[src/rtl/axi_ctl_pkg.sv]
// Shared constants for the AXI4-Lite control target and the bus-master FSMs that drive it.
package axi_ctl_pkg;

  localparam logic [31:0] TARGET_BASE = 32'h0000_1000;

  localparam logic [2:0] REG_SCRATCH0 = 3'd0;
  localparam logic [2:0] REG_SCRATCH1 = 3'd1;
  localparam logic [2:0] REG_ID       = 3'd2;
  localparam logic [2:0] REG_WR_COUNT = 3'd3;
  localparam logic [2:0] REG_STATUS   = 3'd4;
  localparam logic [2:0] REG_CTL      = 3'd5;
  localparam logic [2:0] REG_CTL_STATE = REG_CTL;

  localparam logic [1:0] RESP_OKAY   = 2'b00;
  localparam logic [1:0] RESP_SLVERR = 2'b10;

  function automatic logic [31:0] apply_wstrb(input logic [31:0] old_val,
                                              input logic [31:0] new_val,
                                              input logic [3:0]  strb);
    logic [31:0] merged;
    merged = old_val;
    for (int b = 0; b < 4; b++) begin
      if (strb[b]) merged[b*8 +: 8] = new_val[b*8 +: 8];
    end
    return merged;
  endfunction

  function automatic logic is_writable(input logic [2:0] idx);
    return (idx == REG_SCRATCH0) || (idx == REG_SCRATCH1) || (idx == REG_CTL);
  endfunction

endpackage

[src/rtl/axi_ctl_target_wchan.sv]
// AW/W holding flags for the control target; emits a one-cycle commit with the merged address/data/strobe.
module axi_ctl_target_wchan #(
  parameter int AXI_ADDR_WIDTH = 32
) (
  input  logic                      clk,
  input  logic                      rst,
  input  logic                      enable,
  input  logic [AXI_ADDR_WIDTH-1:0] awaddr,
  input  logic                      awvalid,
  output logic                      awready,
  input  logic [31:0]               wdata,
  input  logic [3:0]                wstrb,
  input  logic                      wvalid,
  output logic                      wready,
  input  logic                      bvalid,
  output logic                      commit,
  output logic [AXI_ADDR_WIDTH-1:0] cmt_addr,
  output logic [31:0]               cmt_data,
  output logic [3:0]                cmt_strb
);

  logic                      aw_held;
  logic                      w_held;
  logic [AXI_ADDR_WIDTH-1:0] addr_q;
  logic [31:0]               data_q;
  logic [3:0]                strb_q;
  logic                      aw_hs;
  logic                      w_hs;

  assign awready = enable && !aw_held && !bvalid;
  assign wready  = enable && !w_held && !bvalid;
  assign aw_hs   = awvalid && awready;
  assign w_hs    = wvalid && wready;

  // Commit on the edge where the second half arrives, taking that half straight from the bus.
  assign commit   = (aw_held || aw_hs) && (w_held || w_hs);
  assign cmt_addr = aw_held ? addr_q : awaddr;
  assign cmt_data = w_held ? data_q : wdata;
  assign cmt_strb = w_held ? strb_q : wstrb;

  always_ff @(posedge clk or posedge rst) begin
    if (rst) begin
      aw_held <= 1'b0;
      w_held  <= 1'b0;
      addr_q  <= '0;
      data_q  <= '0;
      strb_q  <= '0;
    end else if (commit) begin
      aw_held <= 1'b0;
      w_held  <= 1'b0;
    end else begin
      if (aw_hs) begin
        aw_held <= 1'b1;
        addr_q  <= awaddr;
      end
      if (w_hs) begin
        w_held <= 1'b1;
        data_q <= wdata;
        strb_q <= wstrb;
      end
    end
  end

endmodule

[src/rtl/axi_ctl_target.sv]
// AXI4-Lite register target at TARGET_BASE exposing the control register downstream.
// Define AXI_CTL_TARGET_SLVERR_EN to answer SLVERR for unmapped accesses and writes to read-only words.
module axi_ctl_target
  import axi_ctl_pkg::*;
#(
  parameter int          AXI_DATA_WIDTH = 32,
  parameter int          AXI_ADDR_WIDTH = 32,
  parameter logic [31:0] ID_VALUE       = 32'h5445_5354
) (
  input  logic                        S_AXI_ACLK,
  input  logic                        S_AXI_ARESET,
  input  logic [AXI_ADDR_WIDTH-1:0]   S_AXI_AWADDR,
  input  logic                        S_AXI_AWVALID,
  output logic                        S_AXI_AWREADY,
  input  logic [2:0]                  S_AXI_AWPROT,
  input  logic [AXI_DATA_WIDTH-1:0]   S_AXI_WDATA,
  input  logic [AXI_DATA_WIDTH/8-1:0] S_AXI_WSTRB,
  input  logic                        S_AXI_WVALID,
  output logic                        S_AXI_WREADY,
  output logic [1:0]                  S_AXI_BRESP,
  output logic                        S_AXI_BVALID,
  input  logic                        S_AXI_BREADY,
  input  logic [AXI_ADDR_WIDTH-1:0]   S_AXI_ARADDR,
  input  logic                        S_AXI_ARVALID,
  output logic                        S_AXI_ARREADY,
  input  logic [2:0]                  S_AXI_ARPROT,
  output logic [AXI_DATA_WIDTH-1:0]   S_AXI_RDATA,
  output logic [1:0]                  S_AXI_RRESP,
  output logic                        S_AXI_RVALID,
  input  logic                        S_AXI_RREADY,
  output logic [31:0]                 CTL_STATE,
  output logic                        CTL_STROBE,
  input  logic [31:0]                 STATUS_IN
);

  logic                      ready_en;
  logic                      commit;
  logic [AXI_ADDR_WIDTH-1:0] cmt_addr;
  logic [31:0]               cmt_data;
  logic [3:0]                cmt_strb;
  logic [31:0]               scratch0, scratch1, ctl, wr_count;
  logic [2:0]                wr_idx, rd_idx;
  logic                      wr_mapped, rd_mapped;
  logic                      wr_err, rd_err;
  logic                      ar_hs;
  logic [31:0]               rd_word;
  logic                      unused_bits;

  axi_ctl_target_wchan #(.AXI_ADDR_WIDTH(AXI_ADDR_WIDTH)) u_wchan (
    .clk      (S_AXI_ACLK),
    .rst      (S_AXI_ARESET),
    .enable   (ready_en),
    .awaddr   (S_AXI_AWADDR),
    .awvalid  (S_AXI_AWVALID),
    .awready  (S_AXI_AWREADY),
    .wdata    (S_AXI_WDATA),
    .wstrb    (S_AXI_WSTRB),
    .wvalid   (S_AXI_WVALID),
    .wready   (S_AXI_WREADY),
    .bvalid   (S_AXI_BVALID),
    .commit   (commit),
    .cmt_addr (cmt_addr),
    .cmt_data (cmt_data),
    .cmt_strb (cmt_strb)
  );

  assign wr_idx    = cmt_addr[4:2];
  assign rd_idx    = S_AXI_ARADDR[4:2];
  assign wr_mapped = cmt_addr[AXI_ADDR_WIDTH-1:5] == TARGET_BASE[AXI_ADDR_WIDTH-1:5];
  assign rd_mapped = S_AXI_ARADDR[AXI_ADDR_WIDTH-1:5] == TARGET_BASE[AXI_ADDR_WIDTH-1:5];
  assign ar_hs     = S_AXI_ARVALID && S_AXI_ARREADY;
  assign S_AXI_ARREADY = ready_en && !S_AXI_RVALID;
  assign CTL_STATE = ctl;
  assign unused_bits = ^{S_AXI_AWPROT, S_AXI_ARPROT, S_AXI_ARADDR[1:0], cmt_addr[1:0]};

`ifdef AXI_CTL_TARGET_SLVERR_EN
  assign wr_err = !wr_mapped || !is_writable(wr_idx);
  assign rd_err = !rd_mapped;
`else
  assign wr_err = 1'b0;
  assign rd_err = 1'b0;
`endif

  always_comb begin
    rd_word = '0;
    if (rd_mapped) begin
      case (rd_idx)
        REG_SCRATCH0: rd_word = scratch0;
        REG_SCRATCH1: rd_word = scratch1;
        REG_ID:       rd_word = ID_VALUE;
        REG_WR_COUNT: rd_word = wr_count;
        REG_STATUS:   rd_word = STATUS_IN;
        REG_CTL:      rd_word = ctl;
        default:      rd_word = '0;
      endcase
    end
  end

  // Readies stay low until the first edge after reset release.
  always_ff @(posedge S_AXI_ACLK or posedge S_AXI_ARESET) begin
    if (S_AXI_ARESET) ready_en <= 1'b0;
    else              ready_en <= 1'b1;
  end

  always_ff @(posedge S_AXI_ACLK or posedge S_AXI_ARESET) begin
    if (S_AXI_ARESET) begin
      scratch0     <= '0;
      scratch1     <= '0;
      ctl          <= '0;
      wr_count     <= '0;
      S_AXI_BVALID <= 1'b0;
      S_AXI_BRESP  <= RESP_OKAY;
      CTL_STROBE   <= 1'b0;
    end else if (commit) begin
      wr_count     <= wr_count + 32'd1;
      S_AXI_BVALID <= 1'b1;
      S_AXI_BRESP  <= wr_err ? RESP_SLVERR : RESP_OKAY;
      CTL_STROBE   <= wr_mapped && (wr_idx == REG_CTL);
      if (wr_mapped && is_writable(wr_idx)) begin
        case (wr_idx)
          REG_SCRATCH0: scratch0 <= apply_wstrb(scratch0, cmt_data, cmt_strb);
          REG_SCRATCH1: scratch1 <= apply_wstrb(scratch1, cmt_data, cmt_strb);
          REG_CTL:      ctl      <= apply_wstrb(ctl, cmt_data, cmt_strb);
          default:      ;
        endcase
      end
    end else begin
      CTL_STROBE <= 1'b0;
      if (S_AXI_BVALID && S_AXI_BREADY) S_AXI_BVALID <= 1'b0;
    end
  end

  // Read data is captured at the AR edge, so a same-edge write is seen only by later reads.
  always_ff @(posedge S_AXI_ACLK or posedge S_AXI_ARESET) begin
    if (S_AXI_ARESET) begin
      S_AXI_RVALID <= 1'b0;
      S_AXI_RDATA  <= '0;
      S_AXI_RRESP  <= RESP_OKAY;
    end else if (ar_hs) begin
      S_AXI_RVALID <= 1'b1;
      S_AXI_RDATA  <= rd_word;
      S_AXI_RRESP  <= rd_err ? RESP_SLVERR : RESP_OKAY;
    end else if (S_AXI_RVALID && S_AXI_RREADY) begin
      S_AXI_RVALID <= 1'b0;
    end
  end

endmodule

[config.mk]
export PLATFORM = sky130hd
export DESIGN_NAME = axi_ctl_target
export DESIGN_NICKNAME = d
export VERILOG_FILES = /design/src/rtl/axi_ctl_pkg.sv /design/src/rtl/axi_ctl_target_wchan.sv /design/src/rtl/axi_ctl_target.sv
export SDC_FILE = /design/constraint.sdc
export NUM_CORES = 1
export LEC_CHECK = 0
export ABC_AREA = 1
export CAP_MARGIN = 20
export CORE_ASPECT_RATIO = 0.7
export CORE_MARGIN = 1
export CORE_UTILIZATION = 45
export DETAILED_ROUTE_END_ITERATION = 8
export DONT_BUFFER_PORTS = 1
export HOLD_SLACK_MARGIN = 0.12
export SETUP_SLACK_MARGIN = 0.5
export SLEW_MARGIN = 20
export SYNTH_ARGS = -nofsm -noshare
export SYNTH_HDL_FRONTEND = slang
export SYNTH_SLANG_ARGS = --single-unit
[constraint.sdc]
create_clock -name S_AXI_ACLK -period 20 [get_ports S_AXI_ACLK]
set_input_delay 0 -clock S_AXI_ACLK [delete_from_list [all_inputs] [get_ports S_AXI_ACLK]]
set_output_delay 0 -clock S_AXI_ACLK [all_outputs]
set_load 0.01 [all_outputs]
# After elaboration in Yosys (flattened, before gate mapping)

Index checks and enable logic that the tools add are counted.

Logic and storage cells: 89
Input port bits: 145
Register bits after elaboration: 234
Output and inout bits: 74

Bitwise logic cells: 1
Reductions and logical operators: 41
Equal/unequal tests: 9
Add/sub/neg operators: 1
Mux-type cells: 14

Operators with widths:

| kind                                                  | count |
|---|---|
| one-hot mux 32 bit (6 select lines)                   | 1 |
| 2-to-1 mux 32 bit                                     | 3 |
| equality test 27 x 8 -> 1 bit (second input constant) | 2 |
| AND reduction 4 bit                                   | 12 |
| adder 32 x 1 -> 32 bit (second input constant)        | 1 |
| logical AND 1 bit                                     | 13 |
| equality test 3 bit (second input constant)           | 3 |
| 2-to-1 mux 1 bit                                      | 9 |
| nonzero test 2 bit                                    | 4 |
| equality test 3 x 1 -> 1 bit (second input constant)  | 2 |
| equality test 3 x 2 -> 1 bit (second input constant)  | 2 |
| logical NOT 3 bit                                     | 2 |
| logical NOT 1 bit                                     | 4 |
| logical OR 1 bit                                      | 4 |
| 2-to-1 mux 4 bit                                      | 1 |
| AND reduction 2 bit                                   | 2 |
| inverter 1 bit                                        | 1 |

# Longest topological paths before layout

Gate-level depths: netlist (run 1).

Depth after elaboration: 8
Depth in mapped cells: 11
Gate-level depth less buffers: 11

# By module

A second synthesis (run 1) with hierarchy kept.

Cell total of the unflattened synthesis: 1,675
Area, all modules: 12,126.6 µm²

By module, submodules not included:

| module               | times used | sequential area each (µm²) | area an instance (µm²) | cells each |
|---|---|---|---|---|
| axi_ctl_target       | 1          | 4,103.9                    | 8,484.4                | 1,141 |
| axi_ctl_target_wchan | 1          | 1,751.7                    | 3,642.2                | 534 |

# Worst setup path before layout (run 1)

No wires, ideal clock.

Path type: register -> register
Start: register u_wchan.aw_held
End: register scratch0[0]
Buffers on the path: 1
Cell stages (with the launch flop): 8
Required time: 19,881 ps
Period minus slack after synthesis: 1,740 ps
Library setup time: 119 ps
Slack: 18,260 ps
Arrival: 1,621 ps
Cells stage by stage: dfrtp_1 -> buf_2 -> nand2_1 -> o21ai_0 -> nor3b_2 -> nand4_1 -> nand2_1 -> nand2_1

Cells in the longest elaborated chain, start to end: 7

Ends and longest elaborated chain:

| element                                                                   | RTL line                   | source |
|---|---|---|
| start, declared                                                           | axi_ctl_target_wchan.sv:22 | `logic aw_held;` |
| start signal, assigned                                                    | axi_ctl_target_wchan.sv:43 | `aw_held <= 1'b0;` |
| start signal, assigned                                                    | axi_ctl_target_wchan.sv:49 | `aw_held <= 1'b0;` |
| start signal, assigned                                                    | axi_ctl_target_wchan.sv:53 | `aw_held <= 1'b1;` |
| parallel branches: the longest is 6 deep, another holds 2-to-1 mux 32 bit | --                         |  |
| AND reduction 4 bit (no source line) (*)                                  | --                         |  |
| end signal, assigned                                                      | axi_ctl_target.sv:121      | `REG_SCRATCH0: scratch0 <= apply_wstrb(scratch0, cmt_data, cmt_strb);` |
| end, declared                                                             | axi_ctl_target.sv:41       | `logic [31:0] scratch0, scratch1, ctl, wr_count;` |

Every way passes the cells marked *.
A chain may end at the register's enable or synchronous reset.

# Final worst setup path (run 1)

Start: input port S_AXI_ARADDR[2]
End: register S_AXI_RDATA[9]

Cells in the longest elaborated chain, start to end: 3

Ends and longest elaborated chain:

| element                                     | RTL line              | source |
|---|---|---|
| start, declared                             | axi_ctl_target.sv:23  | `input logic [AXI_ADDR_WIDTH-1:0] S_AXI_ARADDR,` |
| equality test 3 bit (tied with other cells) | axi_ctl_target.sv:87  | `case (rd_idx)` |
| one-hot mux 32 bit (6 select lines) (*)     | axi_ctl_target.sv:87  |  |
| 2-to-1 mux 32 bit (*)                       | axi_ctl_target.sv:86  | `if (rd_mapped) begin` |
| end signal, assigned                        | axi_ctl_target.sv:141 | `S_AXI_RDATA <= rd_word;` |
| end, declared                               | axi_ctl_target.sv:27  | `output logic [AXI_DATA_WIDTH-1:0] S_AXI_RDATA,` |

Mark *: on every way between the ends. The rest lies on a longest branch, timed or not.

==> results_dict.tcl, run 1 <==
set metrics [dict create \
    synth_area_mm2 0.01188 \
    worstPathArrival_ns 3.96 \
    grt_start_max_net_pins 104 \
    dp_hpwl_um 25810 \
    relSlewSlack_pct 24.95 \
    p_per_area_mw_per_mm2 102.2 \
    cts.clk_slew.worst_paths_ns 0.06 \
    whs_path_depth 4 \
    die_h_um 137.9 \
    peakVddDrop_v 0.00006143 \
    die-area_mm2 0.02706 \
    core-area_mm2 0.02581 \
    drive_gt1_share_pct 4.367 \
    drtIter0Drc 1092 \
    r2r-end "scratch0[22]$_DFFE_PP0P_" \
    grt_pass1_vias 11680 \
    cp-start-kind "input port" \
    crit_slowest_cell "dlygate4sd3_1" \
    min-delay-start "S_AXI_WVALID" \
    initial_core_util_pct 46.03 \
    finalMaxSlewViolations 0 \
    post_cts_buffers 0 \
    postSynthCellCount 1585 \
    nets 1937 \
    worstRegToRegCells 7 \
    layout_commonest_cell "nand2_1" \
    htreeDepth 1 \
    avgViaCountPerCell 5.489 \
    hold_path_class "input port to flip-flop" \
    total_power_w 0.001589 \
    rsz0062_at_grt "no" \
    cp_cell_sequence "dlygate4sd3_1, nand4_1, dlygate4sd3_1, nand3_1, dlygate4sd3_1, nand2_1, dlygate4sd3_1, nand2_1, dlygate4sd3_1" \
    ys_seq_area_share_pct 48.87 \
    cts-root-buf "clkbuf_16" \
    crit_top_cell "dlygate4sd3_1" \
    clock_skew_ns 0.01031 \
    fin_tns_setup_ns 0 \
    die_width_um 196.2 \
    min_to "u_wchan.data_q[20]$_DFFE_PP0P_" \
    routedWlPerCell_um 18.84 \
    worst_pin_slew_ns 1.122 \
    cts_resized 0 \
    area_growth_syn_to_layout_pct 30.89 \
    track_usage_pct 30.67 \
    num_rows 49 \
    min_period_ns 3.494 \
    min_period_over_period_pct 17.47 \
    maxCapViolCount 0 \
    pin_count 219 \
    synth_seq_cells 232 \
    cts_buffers 25 \
    antenna_found_initial 0 \
    leakage_nw 7.569 \
    drc_errors 0 \
    worst-path-buf-inv 5 \
    final_cell_mix "568 x nand2_1, 246 x dlygate4sd3_1, 231 x dfrtp_1, 165 x nand4_1, 135 x inv_1" \
    ff2ff_setup_slack_ns 16.57 \
    antenna_cells 0 \
    crit_type "input port to flip-flop" \
    yosysUniqueCellTypes 29 \
    overflow 0 \
    clock_latency_ns 0.53 \
    status "complete, no violations" \
    fmaxAchievable_mhz 286.2 \
    finalSetupViolations 0 \
    antenna_left 0 \
    path_delay_family "buffers and inverters" \
    timing.rr.start "u_wchan.aw_held$_DFFE_PP0P_" \
    endpoint_kind "flip-flop" \
    gp_congestion 0.9518 \
    synth.avg_cell_area_um2 7.495 \
    cts_buffer_depth 3 \
    yosysWarnings 0 \
    drt-total-wl_um 40820 \
    hold_viol 0 \
    dr.pass1.iters 5 \
    port_buffers 0 \
    slowest_delay_ns 1.27 \
    tritoncts "yes" \
    numClockSinks 232 \
    crit_required_ns 20.46 \
    cp_max_fo 19 \
    vias 11890 \
    grt_pass1_wl_um 64400 \
]
==> layer usage <==
layer	vias up	track usage, %	part of all wire, %
met5	-	0	0
met4	0	8.464	2.5
met3	73	6.104	8.2
met2	480	49.62	45
met1	5708	42.15	44
li1	5628	-	-
==> area by class of cell <==
class | instances | area (um2)
fillers | 2344 | 10260
flip-flops and latches | 232 | 5807
multi-input cells | 1130 | 5220
repair buffers | 263 | 2621
clock buffers | 31 | 698.2
inverters | 139 | 529.3
well taps | 357 | 446.7
clock inverters | 14 | 227.7
==> how the worst max path moves through the flow <==
stage / start / slack [ns] / depth (start not counted) / to
finish: S_AXI_ARADDR[2] / 16.51 / 9 / S_AXI_RDATA[9]$_DFFE_PP0P_
global route: u_wchan.aw_held$_DFFE_PP0P_ / 16.18 / 10 / CTL_STATE[10]$_DFFE_PP0P_
CTS: u_wchan.aw_held$_DFFE_PP0P_ / 16.50 / 7 / scratch0[9]$_DFFE_PP0P_
detailed placement: u_wchan.aw_held$_DFFE_PP0P_ / 16.52 / 7 / scratch0[9]$_DFFE_PP0P_
global placement: u_wchan.aw_held$_DFFE_PP0P_ / 16.55 / 7 / scratch0[8]$_DFFE_PP0P_
floorplan: S_AXI_ARESET / 13.64 / 1 / CTL_STATE[0]$_DFFE_PP0P_
==> logic make-up after synthesis <==
logic type                 after synthesis  synth area share [%]
AOI/OAI and AO/OA                      161                 7.183
xor gates and xnor gates                17                 1.253
adders and majority gates                1                0.1053
buffers and inverters                  226                 7.530
DFF                                    232                 48.87
other                                    2               0.06321
and+or+nand+nor                        946                 35.00
==> repair_timing <==
item                                    CTS  global route
hold buffers                            247             0
hold endpoints to repair                298             0
endpoints found under the setup margin    0             0
==> state kept, by name, indices dropped and copies added (netlist names) <==
name and count:
u_wchan.addr_q 30, u_wchan.strb_q 4, ready_en 1, u_wchan.data_q 32, CTL_STROBE 1, u_wchan.w_held 1, wr_count 32, S_AXI_BVALID 1
S_AXI_RDATA 32, u_wchan.aw_held 1, CTL_STATE 32, scratch0 32, S_AXI_RVALID 1, scratch1 32
==> worst min-delay path, cell delays in order <==
cell and delay [ns]:
nand3_2 0.06, buf_4 0.32, nand2_1 0.11, o21ai_0 0.09
==> stage by stage <==
step / hold slack, ns / utilization [%] / instances / worst slack [ns] / instance area (um2)
after floorplan: 0.09645 / - / 1588 / 13.64 / 11890
after global placement: 0.04331 / 46.89 / 1872 / 16.55 / 12100
after detailed placement: 0.04613 / 46.95 / 1873 / 16.52 / 12120
after CTS: 0.1240 / 60.18 / 2165 / 16.50 / 15530
after global routing: 0.1881 / 60.25 / 2166 / 16.18 / 15550
final: 0.1247 / 60.25 / 2166 / 16.51 / 15550
==> power breakdown <==
group	internal [W]	switching, W	total [W]	leakage, nW
sequential	0.000547	0.0000655	0.000612	3.00
combinational	0.000188	0.000261	0.000449	4.12
clock	0.000325	0.000203	0.000527	0.450
==> Yosys cell counts <==
| master | count | area (um2) |
|---|---|---|
| ha_1 | 1 | 12.51 |
| inv_1 | 136 | 510.5 |
| clkbuf_1 | 57 | 214.0 |
| a21oi_1 | 11 | 55.05 |
| nor3_2 | 1 | 10.01 |
| conb_1 | 2 | 7.510 |
| nand4_1 | 165 | 1032 |
| nor2_2 | 5 | 31.28 |
| inv_2 | 2 | 7.510 |
| buf_2 | 25 | 125.1 |
| nor4_1 | 4 | 25.02 |
| nand4_2 | 2 | 25.02 |
| nor3b_2 | 1 | 12.51 |
| dfrtp_1 | 232 | 5806 |
| nor2_1 | 105 | 394.1 |
| nand3_1 | 71 | 355.3 |
| nand2_1 | 568 | 2132 |
| buf_4 | 4 | 30.03 |
| a22oi_1 | 19 | 142.6 |
| and3_1 | 1 | 6.260 |
| buf_1 | 1 | 3.750 |
| clkinv_1 | 1 | 3.750 |
| nand3b_1 | 7 | 52.55 |
| nor3_1 | 15 | 75.07 |
| o21ai_0 | 130 | 650.6 |
| xnor2_1 | 3 | 26.28 |
| o21ai_1 | 1 | 5.000 |
| nand2_2 | 1 | 6.260 |
| xor2_1 | 14 | 122.6 |
Power figures use the tool's default switching activity.
==> inputs of run 2 (changes only) <==
==> constraint.sdc (replaced) <==
create_clock -name S_AXI_ACLK -period 3.5 [get_ports S_AXI_ACLK]
set_input_delay 0 -clock S_AXI_ACLK [delete_from_list [all_inputs] [get_ports S_AXI_ACLK]]
set_output_delay 0 -clock S_AXI_ACLK [all_outputs]
set_load 0.01 [all_outputs]
==> results_dict.tcl, run 2 (synthesis gave the netlist of run 1 again) <==
set metrics [dict create \
    cts_buffer_depth 3 \
    layout_commonest_cell "nand2_1" \
    area_growth_syn_to_layout_pct 31.20 \
    endpoint_kind "flip-flop" \
    post-place-ws_ns 0.9663 \
    die_width_um 196.2 \
    rsz0062_at_grt "yes" \
    cp_max_fo 24 \
    track_usage_pct 28.99 \
    min_period_over_period_pct 81.29 \
    min-delay-start "S_AXI_AWADDR[12]" \
    status "complete, no violations" \
    whs_path_depth 8 \
    timing.rr.start "u_wchan.aw_held$_DFFE_PP0P_" \
    drc_errors 0 \
    numClockSinks 232 \
    clock_latency_ns 0.54 \
    cp-start-kind "flip-flop" \
    crit_type "flip-flop to flip-flop" \
    overflow 0 \
    drtIter0Drc 1066 \
    clock_skew_ns 0.02444 \
    htreeDepth 1 \
    hold_path_class "input port to flip-flop" \
    crit_required_ns 3.92 \
    ff2ff_setup_slack_ns 0.65 \
    maxCapViolCount 0 \
    core-area_mm2 0.02581 \
    avgViaCountPerCell 5.401 \
    antenna_left 0 \
    drive_gt1_share_pct 5.226 \
    dr.pass1.iters 5 \
    grt_start_max_net_pins 114 \
    gp_congestion 0.9361 \
    worst_pin_slew_ns 0.9092 \
    routedWlPerCell_um 17.83 \
    drt-total-wl_um 38810 \
    dp_hpwl_um 26160 \
    relSlewSlack_pct 39.19 \
    port_buffers 0 \
    grt_pass1_vias 11270 \
    finalMaxSlewViolations 0 \
    antenna_found_initial 1 \
    cts_buffers 25 \
    min_to "CTL_STROBE$_DFF_PP0_" \
    initial_core_util_pct 46.03 \
    die_h_um 137.9 \
    fillers 2305 \
    hold_viol 0 \
    fmaxAchievable_mhz 351.5 \
    final_cell_mix "568 x nand2_1, 237 x dlygate4sd3_1, 231 x dfrtp_1, 165 x nand4_1, 134 x inv_1" \
    grt_pass1_wl_um 61300 \
    finalSetupViolations 0 \
    die-area_mm2 0.02706 \
    peakVddDrop_v 0.0003669 \
    r2r-end "u_wchan.addr_q[5]$_DFFE_PP0P_" \
    nets 1946 \
    cts-root-buf "clkbuf_16" \
    leakage_nw 7.557 \
    num_rows 49 \
    cts.clk_slew.worst_paths_ns 0.07 \
    fin_tns_setup_ns 0 \
    worstRegToRegCells 8 \
    min_period_ns 2.845 \
    vias 11750 \
    pin_count 219 \
    setup_slack_ns 0.6549 \
    tritoncts "yes" \
    startpoint "u_wchan.aw_held$_DFFE_PP0P_" \
    worstPathArrival_ns 3.26 \
    p_per_area_mw_per_mm2 565.4 \
]
==> run 2: cell count changes in the layout (fill, tap and decap cells not counted), sizes merged <==
| cell | delta |
|---|---|
| buf | +18 |
| bufinv | -1 |
| clkbuf | +3 |
| clkinv | -2 |
| diode | +1 |
| dlygate4sd3 | -9 |
==> run 2: report_power, final <==
| part | internal [W] | total (W) | switching [W] |
|---|---|---|---|
| clock network | 0.00177 | 0.00289 | 0.00112 |
| registers | 0.00313 | 0.00355 | 0.000420 |
| logic | 0.000995 | 0.00237 | 0.00138 |
==> run 2: critical path, stage by stage, from the launching register on <==
cell,delay [ns]
dfrtp_1,0.54
buf_4,0.25
nor2_1,0.24
nand3_1,0.17
buf_4,0.24
nor2_1,0.13
dlygate4sd3_1,0.56
a21oi_1,0.04
dlygate4sd3_1,0.55
==> run 2: routing by layer <==
| layer | routed length, um | part of all wire, % | track usage [%] | vias to the layer above |
|---|---|---|---|---|
| li1 | - | - | - | 5650 |
| met3 | 3440 | 8.9 | 6.007 | 51 |
| met4 | 702 | 1.8 | 6.901 | 0 |
| met2 | 17830 | 46 | 46.78 | 461 |
| met1 | 16830 | 43 | 40.19 | 5591 |
| met5 | 0 | 0 | 0 | - |
==> run 2: final cells by class <==
| cell class | instances | area, um2 | area share, % |
|---|---|---|---|
| clock buffers | 34 | 699.4 | 4.487 |
| repair buffers | 272 | 2689 | 17.25 |
| flip-flops and latches | 232 | 5809 | 37.27 |
| multi-input cells | 1130 | 5218 | 33.48 |
| inverters | 139 | 529.3 | 3.396 |
| well taps | 357 | 446.7 | 2.866 |
| clock inverters | 11 | 192.7 | 1.236 |
| diodes | 1 | 2.502 | 0.01606 |
==> run 2: metrics by stage <==
stage	instances	utilization [%]	hold WS, ns	total power [W]	area, um2
final	2176	60.39	0.1293	0.008813	15590
after global routing	2176	60.39	0.1891	0.009303	15590
after CTS	2174	60.30	0.1211	0.008795	15560
after detailed placement	1891	47.57	-0.1641	0.005339	12280
after global placement	1891	47.57	-0.1567	0.005291	12280
after floorplan	1588	-	0.09645	0.004782	11900
==> run 2: worst max-delay path by stage <==
stage	cells after the start	endpoint	slack, ns
6_report	8	u_wchan.addr_q[5]$_DFFE_PP0P_	0.65
5_1_grt	8	u_wchan.addr_q[5]$_DFFE_PP0P_	0.49
4_1_cts	10	u_wchan.addr_q[12]$_DFFE_PP0P_	0.58
3_5_place_dp	9	scratch1[11]$_DFFE_PP0P_	0.97
3_3_place_gp	9	scratch0[28]$_DFFE_PP0P_	0.97
2_1_floorplan	1	CTL_STATE[0]$_DFFE_PP0P_	0.46
==> run 2: what timing repair did <==
item,in CTS,in global routing
endpoints found under the setup margin,0,13
gates resized for setup,0,4
buffers inserted,0,1
endpoints found under the hold margin,431,0
hold buffers,238,0
